[config.mk]
export PLATFORM = sky130hd
export DESIGN_NAME = ym3438_slot_timer
export DESIGN_NICKNAME = d
export VERILOG_FILES = /design/src/rtl/ym3438_slot_timer.sv
export SDC_FILE = /design/constraint.sdc
export NUM_CORES = 1
export LEC_CHECK = 0
export ABC_AREA = 1
export CAP_MARGIN = 30
export CORE_MARGIN = 5
export CORE_UTILIZATION = 54
export CTS_BUF_LIST = sky130_fd_sc_hd__clkbuf_4 sky130_fd_sc_hd__clkbuf_8
export DETAILED_ROUTE_END_ITERATION = 10
export PLACE_DENSITY = 0.81
export SETUP_SLACK_MARGIN = 0.5
export SLEW_MARGIN = 20
export SYNTH_ARGS = -nofsm -noshare
export SYNTH_HDL_FRONTEND = slang
export SYNTH_SLANG_ARGS = --single-unit
[constraint.sdc]
create_clock -name MCLK -period 1.7 [get_ports MCLK]
set_clock_uncertainty 0.15 [all_clocks]
set_input_delay 0.34 -clock MCLK [delete_from_list [all_inputs] [get_ports MCLK]]
set_output_delay 0.34 -clock MCLK [all_outputs]
set_load 0.02 [all_outputs]
[src/rtl/ym3438_slot_timer.sv]
// ym3438_slot_timer
//   Slot sequencer for the YM3438 operator pipeline. Advances a 0..23 slot
//   counter on every rising edge of the prescaler phase-1 clock, and derives
//   the channel (slot mod 6) and operator (slot div 6) indices. It also
//   reports frame boundaries, frame lock, and clock-health errors.
//
// Parameters
//   C1_PERIOD   expected MCLK cycles between consecutive c1 rising edges
//
// Ports
//   MCLK        in   master clock; all state updates on its rising edge
//   IC          in   asynchronous active-low reset
//   c1, c2      in   prescaler phase-1 / phase-2 levels, sampled on MCLK
//   reset_fsm   in   resynchronise the slot counter to 0 on the next c1 step
//   slot        out  current slot, 0..23
//   chan        out  slot mod 6, 0..5
//   op          out  slot div 6, 0..3
//   frame_sync  out  one-MCLK pulse after a natural 23->0 wrap
//   locked      out  two full frames completed since the last resync
//   clk_err     out  sticky: c1 and c2 observed high together
//   period_err  out  sticky: c1 rising-edge spacing differed from C1_PERIOD
module ym3438_slot_timer #(
  parameter int C1_PERIOD = 12
) (
  input  logic       MCLK,
  input  logic       IC,
  input  logic       c1,
  input  logic       c2,
  input  logic       reset_fsm,
  output logic [4:0] slot,
  output logic [2:0] chan,
  output logic [1:0] op,
  output logic       frame_sync,
  output logic       locked,
  output logic       clk_err,
  output logic       period_err
);

  localparam logic [4:0] PERIOD    = 5'(C1_PERIOD);
  localparam logic [4:0] INTVL_SAT = 5'd31;
  localparam logic [4:0] LAST_SLOT = 5'd23;

  logic       c1_q, c1_d;
  logic       c2_q, c2_d;
  logic [4:0] slot_q, slot_d;
  logic [2:0] chan_q, chan_d;
  logic [1:0] op_q, op_d;
  logic       frame_sync_q, frame_sync_d;
  logic [1:0] wrap_cnt_q, wrap_cnt_d;
  logic       locked_q, locked_d;
  logic       clk_err_q, clk_err_d;
  logic       period_err_q, period_err_d;
  logic [4:0] interval_q, interval_d;
  logic       first_q, first_d;
  logic       step;

  always_comb begin
    step         = c1 & ~c1_q;
    c1_d         = c1;
    c2_d         = c2;
    slot_d       = slot_q;
    chan_d       = chan_q;
    op_d         = op_q;
    frame_sync_d = 1'b0;
    wrap_cnt_d   = wrap_cnt_q;
    first_d      = first_q;
    period_err_d = period_err_q;
    // A registered overlap implies the raw pair overlapped one edge earlier,
    // so both terms describe the same fault; either sets the sticky flag.
    clk_err_d    = clk_err_q | (c1 & c2) | (c1_q & c2_q);
    interval_d   = (interval_q == INTVL_SAT) ? INTVL_SAT : interval_q + 5'd1;

    if (step) begin
      interval_d = 5'd1;
      first_d    = 1'b0;
      // The first step after IC has no previous edge to measure against.
      // A saturated interval is always a mismatch, even if C1_PERIOD is 31.
      if (!first_q && ((interval_q == INTVL_SAT) || (interval_q != PERIOD)))
        period_err_d = 1'b1;

      if (reset_fsm) begin
        // Resync wins over a coincident natural wrap: no frame_sync.
        slot_d     = 5'd0;
        chan_d     = 3'd0;
        op_d       = 2'd0;
        wrap_cnt_d = 2'd0;
      end else if (slot_q == LAST_SLOT) begin
        slot_d       = 5'd0;
        chan_d       = 3'd0;
        op_d         = 2'd0;
        frame_sync_d = 1'b1;
        if (wrap_cnt_q != 2'd2)
          wrap_cnt_d = wrap_cnt_q + 2'd1;
      end else begin
        // chan/op follow slot incrementally so they change on the same edge.
        slot_d = slot_q + 5'd1;
        if (chan_q == 3'd5) begin
          chan_d = 3'd0;
          op_d   = op_q + 2'd1;
        end else begin
          chan_d = chan_q + 3'd1;
        end
      end
    end

    locked_d = (wrap_cnt_d == 2'd2);
  end

  always_ff @(posedge MCLK or negedge IC) begin
    if (!IC) begin
      c1_q         <= 1'b0;
      c2_q         <= 1'b0;
      slot_q       <= 5'd0;
      chan_q       <= 3'd0;
      op_q         <= 2'd0;
      frame_sync_q <= 1'b0;
      wrap_cnt_q   <= 2'd0;
      locked_q     <= 1'b0;
      clk_err_q    <= 1'b0;
      period_err_q <= 1'b0;
      interval_q   <= 5'd0;
      first_q      <= 1'b1;
    end else begin
      c1_q         <= c1_d;
      c2_q         <= c2_d;
      slot_q       <= slot_d;
      chan_q       <= chan_d;
      op_q         <= op_d;
      frame_sync_q <= frame_sync_d;
      wrap_cnt_q   <= wrap_cnt_d;
      locked_q     <= locked_d;
      clk_err_q    <= clk_err_d;
      period_err_q <= period_err_d;
      interval_q   <= interval_d;
      first_q      <= first_d;
    end
  end

  assign slot       = slot_q;
  assign chan       = chan_q;
  assign op         = op_q;
  assign frame_sync = frame_sync_q;
  assign locked     = locked_q;
  assign clk_err    = clk_err_q;
  assign period_err = period_err_q;

endmodule

==> Word-level counts from Yosys, hierarchy flattened <==
Index checks and enable logic that the tools add are counted.
{ "word_totals": {"regBits": 24, "latch_bits": 0, "mem_bits_rw": 0, "romBits": 0, "in_bits": 5, "output_inout_bits": 14, "memories": 0} }
{ "op_classes": {"n_addsub": 5, "mul": 0, "n_div": 0, "n_lt_le_gt_ge": 0, "n_eq_ne": 6, "n_shift": 0, "n_mux": 17, "bitwise": 6, "reduce_logical": 6} }
{ "ops": {"columns": ["cell", "count"], "rows": [
  ["$mux W5", 4],
  ["$mux W2", 7],
  ["$add A5 B1 Y5 const B", 2],
  ["$eq A5 B5 Y1 const B", 2],
  ["$mux W3", 3],
  ["$ne A5 B4 Y1 const B", 1],
  ["$add A2 B1 Y2 const B", 2],
  ["$reduce_and A2 Y1", 2],
  ["$add A3 B1 Y3 const B", 1],
  ["$and A1 B1 Y1", 3],
  ["$eq A3 B3 Y1 const B", 1],
  ["$mux W1", 3],
  ["$reduce_bool A3 Y1", 1],
  ["$eq A2 B2 Y1 const B", 1],
  ["$ne A2 B2 Y1 const B", 1],
  ["$or A1 B1 Y1", 2],
  ["$logic_and A1 B1 Y1", 1],
  ["$logic_not A1 Y1", 1],
  ["$logic_or A1 B1 Y1", 1],
  ["$not A1 Y1", 1]
]} }

==> Logic depth before layout (Yosys ltp) <==
Gate-level depths: netlist (run 1).
{ "depth": {"word_depth": 6, "mapped_depth": 9, "ltp_nobuf": 9} }

==> Worst setup path before layout (run 1) <==
No wires, ideal clock.
{ "synth_path": {"path_kind": "reg2reg", "start": "reg slot_q[1], in the netlist slot[1]", "end": "reg locked_q, in the netlist locked", "setup_ns": 0.121, "t_arrival_ns": 1.221, "required_ns": 1.429, "setup_slack_ns": 0.207, "path_stages_with_launch": 9, "n_path_buf": 0, "cell_sequence": "dfrtp_1 ha_1 nand2_1 inv_2 nand2_2 nand2_2 nand2_2 a21oi_1 nor2_1"} }
{ "synth_via": {"elab_chain_len": 5} }
{ "synth_rtl": {"columns": ["item", "line", "source"], "rows": [
  ["from (decl)", "45", "logic [4:0] slot_q, slot_d;"],
  ["from (signal assigned)", "126", "slot_q <= slot_d;"],
  ["$eq A5 B5 Y1", "87", "end else if (slot_q == LAST_SLOT) begin"],
  ["$mux W2", "87", null],
  ["$mux W2", "81", "if (reset_fsm) begin"],
  ["$mux W2", "73", "if (step) begin"],
  ["$eq A2 B2 Y1", "106", "locked_d = (wrap_cnt_d == 2'd2);"],
  ["via locked_d", "50", "logic locked_q, locked_d;"],
  ["to (signal assigned)", "131", "locked_q <= locked_d;"],
  ["to (decl)", "50", null]
]} }
The timed path passes the listed nets, and every way through them passes these cells.
A chain may end at the register's enable or synchronous reset.

==> Worst setup path in the final report (run 1) <==
{ "layout_path": {"start": "reg slot_q[3], in the netlist slot[3]", "end": "reg locked_q, in the netlist locked"} }
The elaborated chain is that of the path after synthesis.

==> results of run 1 <==
==> logic make-up after synthesis <==
logic type | count (synthesis) | share of synthesized area
xor gates and xnor gates | 2 | 0.0158
AOI/OAI and AO/OA | 19 | 0.106
buffers and inverters | 26 | 0.0949
adders and majority gates | 4 | 0.0452
and+or+nand+nor | 44 | 0.194
DFF | 24 | 0.544
==> per-stage QoR <==
step / power, mW / utilization / TNS, ns / area (µm²) / instances
floorplan: 1.05 / - / 0 / 1140 / 119
CTS: 1.78 / 0.820 / 0 / 1610 / 186
finish: 1.93 / 0.884 / 0 / 1730 / 190
global placement: 1.23 / 0.723 / 0 / 1420 / 170
global route: 2.02 / 0.884 / 0 / 1730 / 190
detailed placement: 1.27 / 0.723 / -0.0634 / 1420 / 170
==> path summary, 6_finish.rpt <==
| kind | endpoint | slack, ns | cells past startpoint |
|---|---|---|---|
| worst max-delay path | locked | 0.19 | 8 |
| worst min-delay path | slot[3] | 0.13 | 1 |
| worst max register to register | locked | 0.19 | 8 |
| worst min register to register | first_q | 0.37 | 2 |
| max in group asynchronous | slot[1] | 0.78 | 2 |
| min in group MCLK | c1_q | 0.29 | 2 |
==> flip-flops by register name (all words and copies together) (netlist names) <==
register / count
interval_q: 5
first_q: 1
c2_q: 1
locked: 1
op: 2
slot: 5
wrap_cnt_q: 2
clk_err: 1
chan: 3
frame_sync: 1
period_err: 1
c1_q: 1
==> routing by layer <==
metal,vias to the layer above,track usage,share of wire
met5,-,0,0
met4,0,0.122,0.036
met3,15,0.0303,0.048
met2,61,0.356,0.51
met1,523,0.225,0.41
li1,465,-,-
==> layout make-up <==
class | count | area (µm²)
sequential | 24 | 607
clock inverter | 1 | 30.0
fill | 79 | 228
timing repair buffer | 41 | 398
inverter | 25 | 104
multi-input combinational | 69 | 539
tap | 27 | 33.8
clock buffer | 3 | 22.5
==> cells in the final DEF, fill, tap and decap left out, types with 2 or more instances in the layout <==
cell type        Yosys  routed
a21oi_1              9       6
a21oi_2              0       3
buf_12               0       2
buf_4                0      20
buf_6                1      15
clkbuf_4             0       3
clkdlybuf4s50_1      0       3
dfrtp_1             23      19
dfrtp_2              0       4
ha_4                 0       3
inv_1               23      16
inv_2                2       7
nand2_1             15      11
nand2_2              3       2
nand2_4              2       6
nand3_1              5       4
nand4_1              2       2
nor2_1              10       8
nor2_2               1       3
nor3_1               4       3
o21ai_2              1       3
xor2_1               2       2
==> repair_timing <==
action	in CTS	in global routing
endpoints found under the setup margin	32	33
gates resized for setup	95	26
setup buffers	12	4
cloned	0	0
pin swaps	10	11
==> where the power goes <==
| part | switching [mW] | internal (mW) | leakage (nW) |
|---|---|---|---|
| Sequential | 0.112 | 0.667 | 0.297 |
| Clock | 0.178 | 0.239 | 0.0279 |
| Combinational | 0.391 | 0.347 | 0.529 |
| Total | 0.681 | 1.25 | 0.853 |
==> summary.md, run 1 <==
| Metric | Value |
|---|---|
| Status | `complete, no violations` |
| Netlist cell types | `26` |
| Pwr/cell area | `1120 mW/mm²` |
| Total number of H-tree levels | `1` |
| Seq/Total Area, Yosys | `0.544` |
| IO Port Bufs | `18` |
| Max_cap viols | `0` |
| NumNets Final | `173` |
| Clock-pin slew on the worst setup and hold paths | `0.13 ns` |
| Rel. slew slack | `0.739` |
| Row cnt | `16` |
| Antenna Nets Post-Route | `0` |
| Peak supply drop | `0.844 mV` |
| Crit-path cells | `buf_4, inv_2, nand2_1, nor2_1, nand2_1, nor2_1, a21oi_2, nor2_1` |
| Total Routed Length | `3590 µm` |
| Worst-Skew Late Latency | `0.32 ns` |
| First-pass GRT wire length | `4800 µm` |
| Synth area leader | `dfrtp_1` |
| Post-layout min period | `1.51 ns` |
| CP most frequent cell | `nor2_1` |
| Period utilisation layout | `0.890` |
| DPL Wire Length | `1780 µm` |
| Initial Util | `0.564` |
| I/O pins | `19` |
| WS Path Type | `reg2reg` |
| Max incr delay on CP | `0.43 ns` |
| Die footprint | `0.00306 mm²` |
| Yosys warns | `0` |
| Vias | `1,064` |
| Final Max Slew Viols | `0` |
| CTS Hold Bufs | `0` |
| Die W | `55.3 µm` |
| CTS max path bufs | `2` |
| Wire per inst | `18.9 µm` |
| Main synth FF type | `dfrtp_1` |
| Worst setup SP type | `register` |
| CP bufs+invs | `2` |
| Least-Margin Pin Slew | `0.390 ns` |
| DRC | `0` |
| Final setup vio count | `0` |
| Initial antenna violation count | `0` |
| CTS Sinks | `24` |
| Crit. End Element | `register` |
| Crit path DAT | `1.63 ns` |
| Endpoints failing hold | `0` |
| Synthesized flop and latch total | `24` |
| CP delay by family, top | `simple AND/OR/NAND/NOR gates` |
| CP Launch Point | `slot[3]` |
| Layout cells sized above 1 | `0.509` |
| Vias in the first global route | `1,041` |
| Leak | `0.853 nW` |
| Post-synth EDFFs | `0` |
| Pre-CTS setup slack | `-0.0572 ns` |
| Top achievable clock speed | `0.661 GHz` |
| Ys async rst share | `1.00` |
| Crit Reg-Reg Startpoint | `slot[3]` |
| TritonCTS clock tree | `yes` |
| 1st-iter DRT viols | `42` |
| Largest cells by area after synthesis | `dfrtp_1 (52%), inv_1 (7.8%), nand2_1 (5.1%), ha_1 (4.5%), a21oi_1 (4.1%)` |
| Routability Congestion | `0.779` |
| Mapped Cells | `119` |
| Critical-path maximum fanout | `3` |
| RSZ-0062 raised after global routing | `true` |
| First drt pass iteration count | `4` |
| Area Overhead vs Synth | `56.6%` |
| Die height | `55.3 µm` |
| Antenna diodes | `0` |
| Area share of the largest cell type after synthesis | `0.520` |
| CORE AREA | `0.00196 mm²` |
| Total Routing Usage GR | `0.201` |
| CTS buffer count | `3` |
| Vias/cell | `5.60` |
| Mapped Avg Cell Area | `9.31 µm²` |
| Worst hold slack | `0.135 ns` |
| Largest net degree at the start of global routing | `15` |
| Syn nets | `128` |
| Required @ worst endpoint | `1.82 ns` |
| Root Driver | `clkbuf_4` |
| Synth top cells by count | `dfrtp_1 (23), inv_1 (23), nand2_1 (15)` |
| Worst hold path type | `in2async` |
| Slowest-stage cell, CP | `dfrtp_1` |
| Grt total ovfl | `0` |
| Synthesized area | `0.00111 mm²` |
| Final WS setup | `0.187 ns` |
No activity file was read; power rests on OpenSTA's default activity.
==> run 2, diff against run 1 <==
--- a/config.mk
+++ b/config.mk
@@ -5,12 +5,12 @@
 export SDC_FILE = /design/constraint.sdc
 export NUM_CORES = 1
 export LEC_CHECK = 0
-export ABC_AREA = 1
 export CAP_MARGIN = 30
 export CORE_MARGIN = 5
 export CORE_UTILIZATION = 54
 export CTS_BUF_LIST = sky130_fd_sc_hd__clkbuf_4 sky130_fd_sc_hd__clkbuf_8
 export DETAILED_ROUTE_END_ITERATION = 10
+export GPL_ROUTABILITY_DRIVEN = 0
 export PLACE_DENSITY = 0.81
 export SETUP_SLACK_MARGIN = 0.5
 export SLEW_MARGIN = 20
==> summary.md, run 2 <==
| Metric | Value |
|---|---|
| Syn nets | `116 (was 128)` |
| Leak | `0.933 nW (was 0.853 nW)` |
| Worst-Skew Late Latency | `0.33 ns (was 0.32 ns)` |
| Initial Util | `0.573 (was 0.564)` |
| Design area | `0.00191 mm² (was 0.00173 mm²)` |
| Total Routed Length | `5550 µm (was 3590 µm)` |
| DPL Wire Length | `1830 µm (was 1780 µm)` |
| Area share of the largest cell type after synthesis | `0.507 (was 0.520)` |
| I/O pins | `19 (unchanged)` |
| Mapped Avg Cell Area | `10.6 µm² (was 9.31 µm²)` |
| Grt total ovfl | `0 (unchanged)` |
| Crit path DAT | `1.77 ns (was 1.63 ns)` |
| Total Routing Usage GR | `0.233 (was 0.201)` |
| IO Port Bufs | `18 (unchanged)` |
| Die W | `55.8 µm (was 55.3 µm)` |
| Pwr/cell area | `1170 mW/mm² (was 1120 mW/mm²)` |
| Antenna Nets Post-Route | `0 (unchanged)` |
| Synth area leader | `dfrtp_1 (unchanged)` |
| Placed Cells incl. Taps | `160 (was 170)` |
| Worst hold path type | `in2async (unchanged)` |
| Mapped Cells | `107 (was 119)` |
| Multi-input combinational cell area | `656 µm² (was 539 µm²)` |
| Vias/cell | `7.01 (was 5.60)` |
| Endpoints failing hold | `0 (unchanged)` |
| Synthesized area | `0.00113 mm² (was 0.00111 mm²)` |
| First-pass GRT wire length | `5640 µm (was 4800 µm)` |
| Ys async rst share | `1.00 (unchanged)` |
| Required @ worst endpoint | `1.79 ns (was 1.82 ns)` |
| Seq/Total Area, Yosys | `0.530 (was 0.544)` |
| Period utilisation layout | `0.992 (was 0.890)` |
| Yosys warns | `0 (unchanged)` |
| Die footprint | `0.00312 mm² (was 0.00306 mm²)` |
| Netlist cell types | `33 (was 26)` |
| Layout cells sized above 1 | `0.563 (was 0.509)` |
| Post-synth EDFFs | `0 (unchanged)` |
| Most frequent cells in the layout | `buf_4 (36), dfrtp_1 (18), buf_6 (16) (was buf_4 (20), dfrtp_1 (19), inv_1 (16))` |
| TritonCTS clock tree | `yes (unchanged)` |
| WS Path Type | `reg2reg (unchanged)` |
| Status | `complete, no violations (unchanged)` |
| CTS Sinks | `24 (unchanged)` |
| Die height | `55.8 µm (was 55.3 µm)` |
| Most common cell in the synthesized netlist | `dfrtp_1` |
| Rel. slew slack | `0.782 (was 0.739)` |
| 1st-iter DRT viols | `181 (was 42)` |
| CTS max path bufs | `2 (unchanged)` |
| Vias | `1,360 (was 1,064)` |
| Max_cap viols | `0 (unchanged)` |
| Non-filler cells, final | `194 (was 190)` |
| CTS Hold Bufs | `0 (unchanged)` |
| Peak supply drop | `1.04 mV (was 0.844 mV)` |
| Least-Margin Pin Slew | `0.324 ns (was 0.390 ns)` |
| Synthesized flop and latch total | `24 (unchanged)` |
| Total number of H-tree levels | `1 (unchanged)` |
| RSZ-0062 raised after global routing | `true (unchanged)` |
| Placed Area | `0.00145 mm² (was 0.00142 mm²)` |
| Critical-path maximum fanout | `5 (was 3)` |
| NumNets Final | `177 (was 173)` |
| Main synth FF type | `dfrtp_1 (unchanged)` |
| Sequential standard cell area | `608 µm² (was 607 µm²)` |
| Final Util | `0.964 (was 0.884)` |
| Final Max Slew Viols | `0 (unchanged)` |
| Vias in the first global route | `1,131 (was 1,041)` |
| Largest cells by area after synthesis | `dfrtp_1 (51%), o21ai_0 (5.3%), ha_1 (4.4%), nand2_1 (3.3%), a31oi_1 (2.8%) (was dfrtp_1 (52%), inv_1 (7.8%), nand2_1 (5.1%), ha_1 (4.5%), a21oi_1 (4.1%))` |
| Area Overhead vs Synth | `68.4% (was 56.6%)` |
| Crit. End Element | `register (unchanged)` |
| Commonest non-fill, non-tap cell in the layout | `buf_4 (unchanged)` |
| Pwr Total | `2.23 mW (was 1.93 mW)` |
| CTS buffer count | `3 (unchanged)` |
| Antenna diodes | `0 (unchanged)` |
| DRC | `0 (unchanged)` |
| Worst setup SP type | `register (unchanged)` |
| First drt pass iteration count | `6 (was 4)` |
| Root Driver | `clkbuf_4 (unchanged)` |
| Row cnt | `16 (unchanged)` |
| Final setup vio count | `0 (unchanged)` |
| Top achievable clock speed | `0.593 GHz (was 0.661 GHz)` |
| Wire per inst | `28.6 µm (was 18.9 µm)` |
| Post-layout min period | `1.69 ns (was 1.51 ns)` |
| Largest net degree at the start of global routing | `25 (was 15)` |
| Synth top cells by count | `dfrtp_1 (23), o21ai_0 (12), nand2_1 (10) (was dfrtp_1 (23), inv_1 (23), nand2_1 (15))` |
| Initial antenna violation count | `0 (unchanged)` |
| CORE AREA | `0.00198 mm² (was 0.00196 mm²)` |
| Clock-pin slew on the worst setup and hold paths | `0.15 ns (was 0.13 ns)` |
| Number of fill cells in the layout | `35 (was 79)` |
[run 2: changes by cell type in the layout (fill, tap and decap cells not counted), sizes merged, moves of 4 or more]
| cell | previous run | this run |
|---|---|---|
| o21ai | 5 | 12 |
| buf | 37 | 55 |
| inv | 25 | 5 |
| a31oi | 1 | 5 |
| nand2 | 20 | 10 |
| nor3 | 5 | 1 |
| a21oi | 9 | 4 |
| nor2 | 11 | 3 |
[run 2: worst paths after layout]
path / start / to / slack [ns] / cells after the start
max reg2reg: slot[1] / wrap_cnt_q[1] / 0.01 / 4
max in group asynchronous: IC / first_q / 0.91 / 2
min in group MCLK: reset_fsm / frame_sync / 0.35 / 4
min: IC / slot[2] / 0.20 / 2
max: slot[1] / wrap_cnt_q[1] / 0.01 / 4
min reg2reg: c2_q / clk_err / 0.36 / 1
[run 2: timing repair]
item,in CTS,in global routing
gates resized for setup,92,38
endpoints found under the hold margin,0,0
setup endpoints to repair,35,34
setup buffers,17,13
pin swaps,6,9
[run 2: where the power goes]
part           switching, mW  internal, mW
sequential             0.148         0.677
clock                  0.198         0.239
combinational          0.502         0.467
total                  0.848          1.38
[run 2: critical path, cell delays in order, from the launching register on]
cell and delay, ns:
dfrtp_2 0.47, ha_4 0.18, and4b_2 0.26, or3_1 0.37
o211ai_1 0.16
[run 2: metal layers]
| metal | GRT usage | vias up | part of all wire |
|---|---|---|---|
| li1 | - | 512 | - |
| met1 | 0.268 | 649 | 0.35 |
| met2 | 0.427 | 136 | 0.47 |
| met3 | 0.0418 | 63 | 0.10 |
| met4 | 0.0847 | 0 | 0.084 |
| met5 | 0 | - | 0 |
[run 2: layout make-up]
type                       instances  area share
tap                               27      0.0177
timing repair buffer              59       0.284
multi-input combinational         75       0.343
clock inverter                     1      0.0157
clock buffer                       3      0.0118
inverter                           5     0.00982
sequential                        24       0.318
[run 2: cells by family after synthesis]
group / count (synthesis) / synth area share
buffers and inverters: 8 / 0.0265
AO/OA/AOI/OAI: 27 / 0.144
AND/OR/NAND/NOR: 40 / 0.222
XOR/XNOR: 2 / 0.0154
flip-flops: 24 / 0.530
adder cells (fa/ha/maj): 4 / 0.0441
multiplexers: 2 / 0.0176
[run 2: through the flow]
| stage | TNS [ns] | hold slack (ns) | setup slack [ns] |
|---|---|---|---|
| 2_1_floorplan | 0 | -0.106 | 0.130 |
| 6_report | 0 | 0.201 | 0.0131 |
| 5_1_grt | -0.00536 | 0.213 | -0.00536 |
| 4_1_cts | 0 | 0.216 | 0.104 |
| 3_5_place_dp | -0.625 | 0.325 | -0.112 |
| 3_3_place_gp | -0.403 | 0.289 | -0.0729 |
==> run 3, diff against run 2 <==
--- a/config.mk
+++ b/config.mk
@@ -12,6 +12,8 @@
 export DETAILED_ROUTE_END_ITERATION = 10
 export GPL_ROUTABILITY_DRIVEN = 0
 export PLACE_DENSITY = 0.81
+export RECOVER_POWER = 50
+export REMOVE_ABC_BUFFERS = 1
 export SETUP_SLACK_MARGIN = 0.5
 export SLEW_MARGIN = 20
 export SYNTH_ARGS = -nofsm -noshare
==> summary.md, run 3 (synthesized netlist as in run 2, its figures left out) <==
| Metric | Value |
|---|---|
| Status | `finished, violations left (was complete, no violations)` |
| Failing checks | `negative setup slack` |
| Worst r2r dst | `wrap_cnt_q[0] (was wrap_cnt_q[1])` |
| Post-layout min period | `1.75 ns (was 1.69 ns)` |
| Max_cap viols | `0 (unchanged)` |
| Worst Min Path Start | `c1` |
| Setup_tns | `-0.0548 ns (was 0 ns)` |
| CTS Sinks | `24 (unchanged)` |
| Leak | `0.865 nW (was 0.933 nW)` |
| Critical-path maximum fanout | `5 (unchanged)` |
| DRC | `0 (unchanged)` |
| Crit path DAT | `1.82 ns (was 1.77 ns)` |
| Vias in the first global route | `1,182 (was 1,131)` |
| Row cnt | `16 (unchanged)` |
| Die footprint | `0.00312 mm² (unchanged)` |
| Initial antenna violation count | `0 (unchanged)` |
| Least-Margin Pin Slew | `0.621 ns (was 0.324 ns)` |
| Met1 usage | `0.271 (was 0.268)` |
| Total Routed Length | `4670 µm (was 5550 µm)` |
| Commonest non-fill, non-tap cell in the layout | `buf_6 (was buf_4)` |
| First drt pass iteration count | `4 (was 6)` |
| Final WS setup | `-0.0548 ns (was 0.0131 ns)` |
| Worst setup SP type | `register (unchanged)` |
| Pwr/cell area | `1100 mW/mm² (was 1170 mW/mm²)` |
| Grt total ovfl | `0 (unchanged)` |
| Clock-pin slew on the worst setup and hold paths | `0.14 ns (was 0.15 ns)` |
| GRT busiest layer | `met2 (unchanged)` |
| Total Routing Usage GR | `0.227 (was 0.233)` |
| RSZ-0062 raised after global routing | `true (unchanged)` |
| 1st-iter DRT viols | `75 (was 181)` |
| Final setup vio count | `1 (was 0)` |
| Period utilisation layout | `1.03 (was 0.992)` |
| WS Path Type | `reg2reg (unchanged)` |
| CTS buffer count | `3 (unchanged)` |
| Rel. slew slack | `0.586 (was 0.782)` |
| Max incr delay on CP | `0.46 ns (was 0.47 ns)` |
| Required @ worst endpoint | `1.77 ns (was 1.79 ns)` |
| Number of fill cells in the layout | `67 (was 35)` |
| Most frequent cells in the layout | `buf_6 (27), dfrtp_1 (20), buf_4 (17) (was buf_4 (36), dfrtp_1 (18), buf_6 (16))` |
| Top achievable clock speed | `0.570 GHz (was 0.593 GHz)` |
| Vias/cell | `6.37 (was 7.01)` |
| Root Driver | `clkbuf_4 (unchanged)` |
| Peak supply drop | `1.08 mV (was 1.04 mV)` |
| Pre-CTS setup slack | `-0.188 ns (was -0.112 ns)` |
| TritonCTS clock tree | `yes (unchanged)` |
| Worst-Skew Late Latency | `0.32 ns (was 0.33 ns)` |
| Placed Area | `0.00143 mm² (was 0.00145 mm²)` |
| IO Port Bufs | `18 (unchanged)` |
| Crit-path cells | `buf_6, nor2b_1, o21ai_1, a21o_1 (was ha_4, and4b_2, or3_1, o211ai_1)` |
| Die W | `55.8 µm (unchanged)` |
| NumNets Final | `169 (was 177)` |
| Slowest-stage cell, CP | `dfrtp_2 (unchanged)` |
| Crit Reg-Reg Startpoint | `c1_q (was slot[1])` |
| Reg-to-reg slack, setup | `-0.05 ns (was 0.01 ns)` |
| Wire per inst | `25.1 µm (was 28.6 µm)` |
| I/O pins | `19 (unchanged)` |
| Layout cells sized above 1 | `0.528 (was 0.563)` |
| Endpoints failing hold | `0 (unchanged)` |
| Final Max Slew Viols | `0 (unchanged)` |
| Vias | `1,185 (was 1,360)` |
| Grt met3 use | `0.0325 (was 0.0418)` |
| Pwr Total | `2.01 mW (was 2.23 mW)` |
| Area Overhead vs Synth | `61.7% (was 68.4%)` |
| Largest net degree at the start of global routing | `25 (unchanged)` |
| Grt met2 use | `0.412 (was 0.427)` |
| Design area | `0.00184 mm² (was 0.00191 mm²)` |
| Die height | `55.8 µm (unchanged)` |
| Crit. End Element | `register (unchanged)` |
| CORE AREA | `0.00198 mm² (unchanged)` |
| CTS max path bufs | `2 (unchanged)` |
| Initial Util | `0.573 (unchanged)` |
| DPL Wire Length | `1840 µm (was 1830 µm)` |
| R2R cell count | `4 (unchanged)` |
| Antenna diodes | `0 (unchanged)` |
| First-pass GRT wire length | `5650 µm (was 5640 µm)` |
| Final Util | `0.926 (was 0.964)` |
| Cells on Worst Hold Path | `1` |
| Antenna Nets Post-Route | `0 (unchanged)` |
| Worst hold path type | `in2reg (was in2async)` |
| Total number of H-tree levels | `1 (unchanged)` |
| WHS Endpoint | `c1_q` |
==> run 3: cell count changes in the layout (fill, tap and decap cells not counted), moves of 2 or more <==
cell | before | now
dlygate4sd3_1 | 0 | 2
dfrtp_2 | 5 | 3
clkdlybuf4s50_1 | 2 | 0
dfrtp_1 | 18 | 20
a21oi_2 | 0 | 2
clkbuf_2 | 0 | 2
buf_6 | 16 | 27
ha_4 | 3 | 1
buf_8 | 2 | 0
buf_4 | 36 | 17
a21oi_1 | 4 | 2
ha_2 | 0 | 2
==> run 3: worst max path at each step <==
stage / startpoint / endpoint / slack (ns) / depth (start not counted)
6_report: c1_q / wrap_cnt_q[0] / -0.05 / 4
5_1_grt: c1_q / wrap_cnt_q[0] / -0.1 / 4
3_5_place_dp: c1 / wrap_cnt_q[0] / -0.19 / 5
3_3_place_gp: c1 / wrap_cnt_q[0] / -0.13 / 5
2_1_floorplan: slot[0] / locked / -0.04 / 4
4_1_cts: slot[4] / slot[4] / 0.14 / 1
==> run 3: where the power goes <==
group | leakage [nW] | internal, mW | switching [mW]
Sequential | 0.288 | 0.675 | 0.117
Clock | 0.0210 | 0.131 | 0.181
Combinational | 0.556 | 0.443 | 0.467
Total | 0.865 | 1.25 | 0.766
==> run 3: metal layers <==
layer | wire, µm | share of wire
met3 | 291 | 0.062
met5 | 0 | 0
met1 | 1700 | 0.36
met2 | 2480 | 0.53
met4 | 191 | 0.041
==> run 3: timing repair <==
action,CTS,global route
buffers inserted,15,6
pin swaps,11,8
hold buffers,0,0
gates resized for setup,116,31
endpoints found under the setup margin,35,34
==> run 3: critical path: cells and delay by family (launching register included) <==
family	cells	cell delay [ns]
AO/OA/AOI/OAI	2	0.49
buffers and inverters	1	0.13
flip-flops	1	0.46
AND/OR/NAND/NOR	1	0.43
==> run 3: area by class of cell <==
type                            instances  area [µm²]  area share
Clock buffer                            4        36.3      0.0198
Inverter                                5        18.8      0.0102
Multi-Input combinational cell         75         642       0.350
Sequential cell                        24         606       0.330
Tap cell                               27        33.8      0.0184
Timing Repair Buffer                   51         499       0.272
==> run 3: stage by stage <==
stage	instances	hold WS, ns
2_1_floorplan	104	-0.106
3_3_place_gp	161	0.292
3_5_place_dp	161	0.299
4_1_cts	180	0.223
5_1_grt	186	0.248
6_report	186	0.255
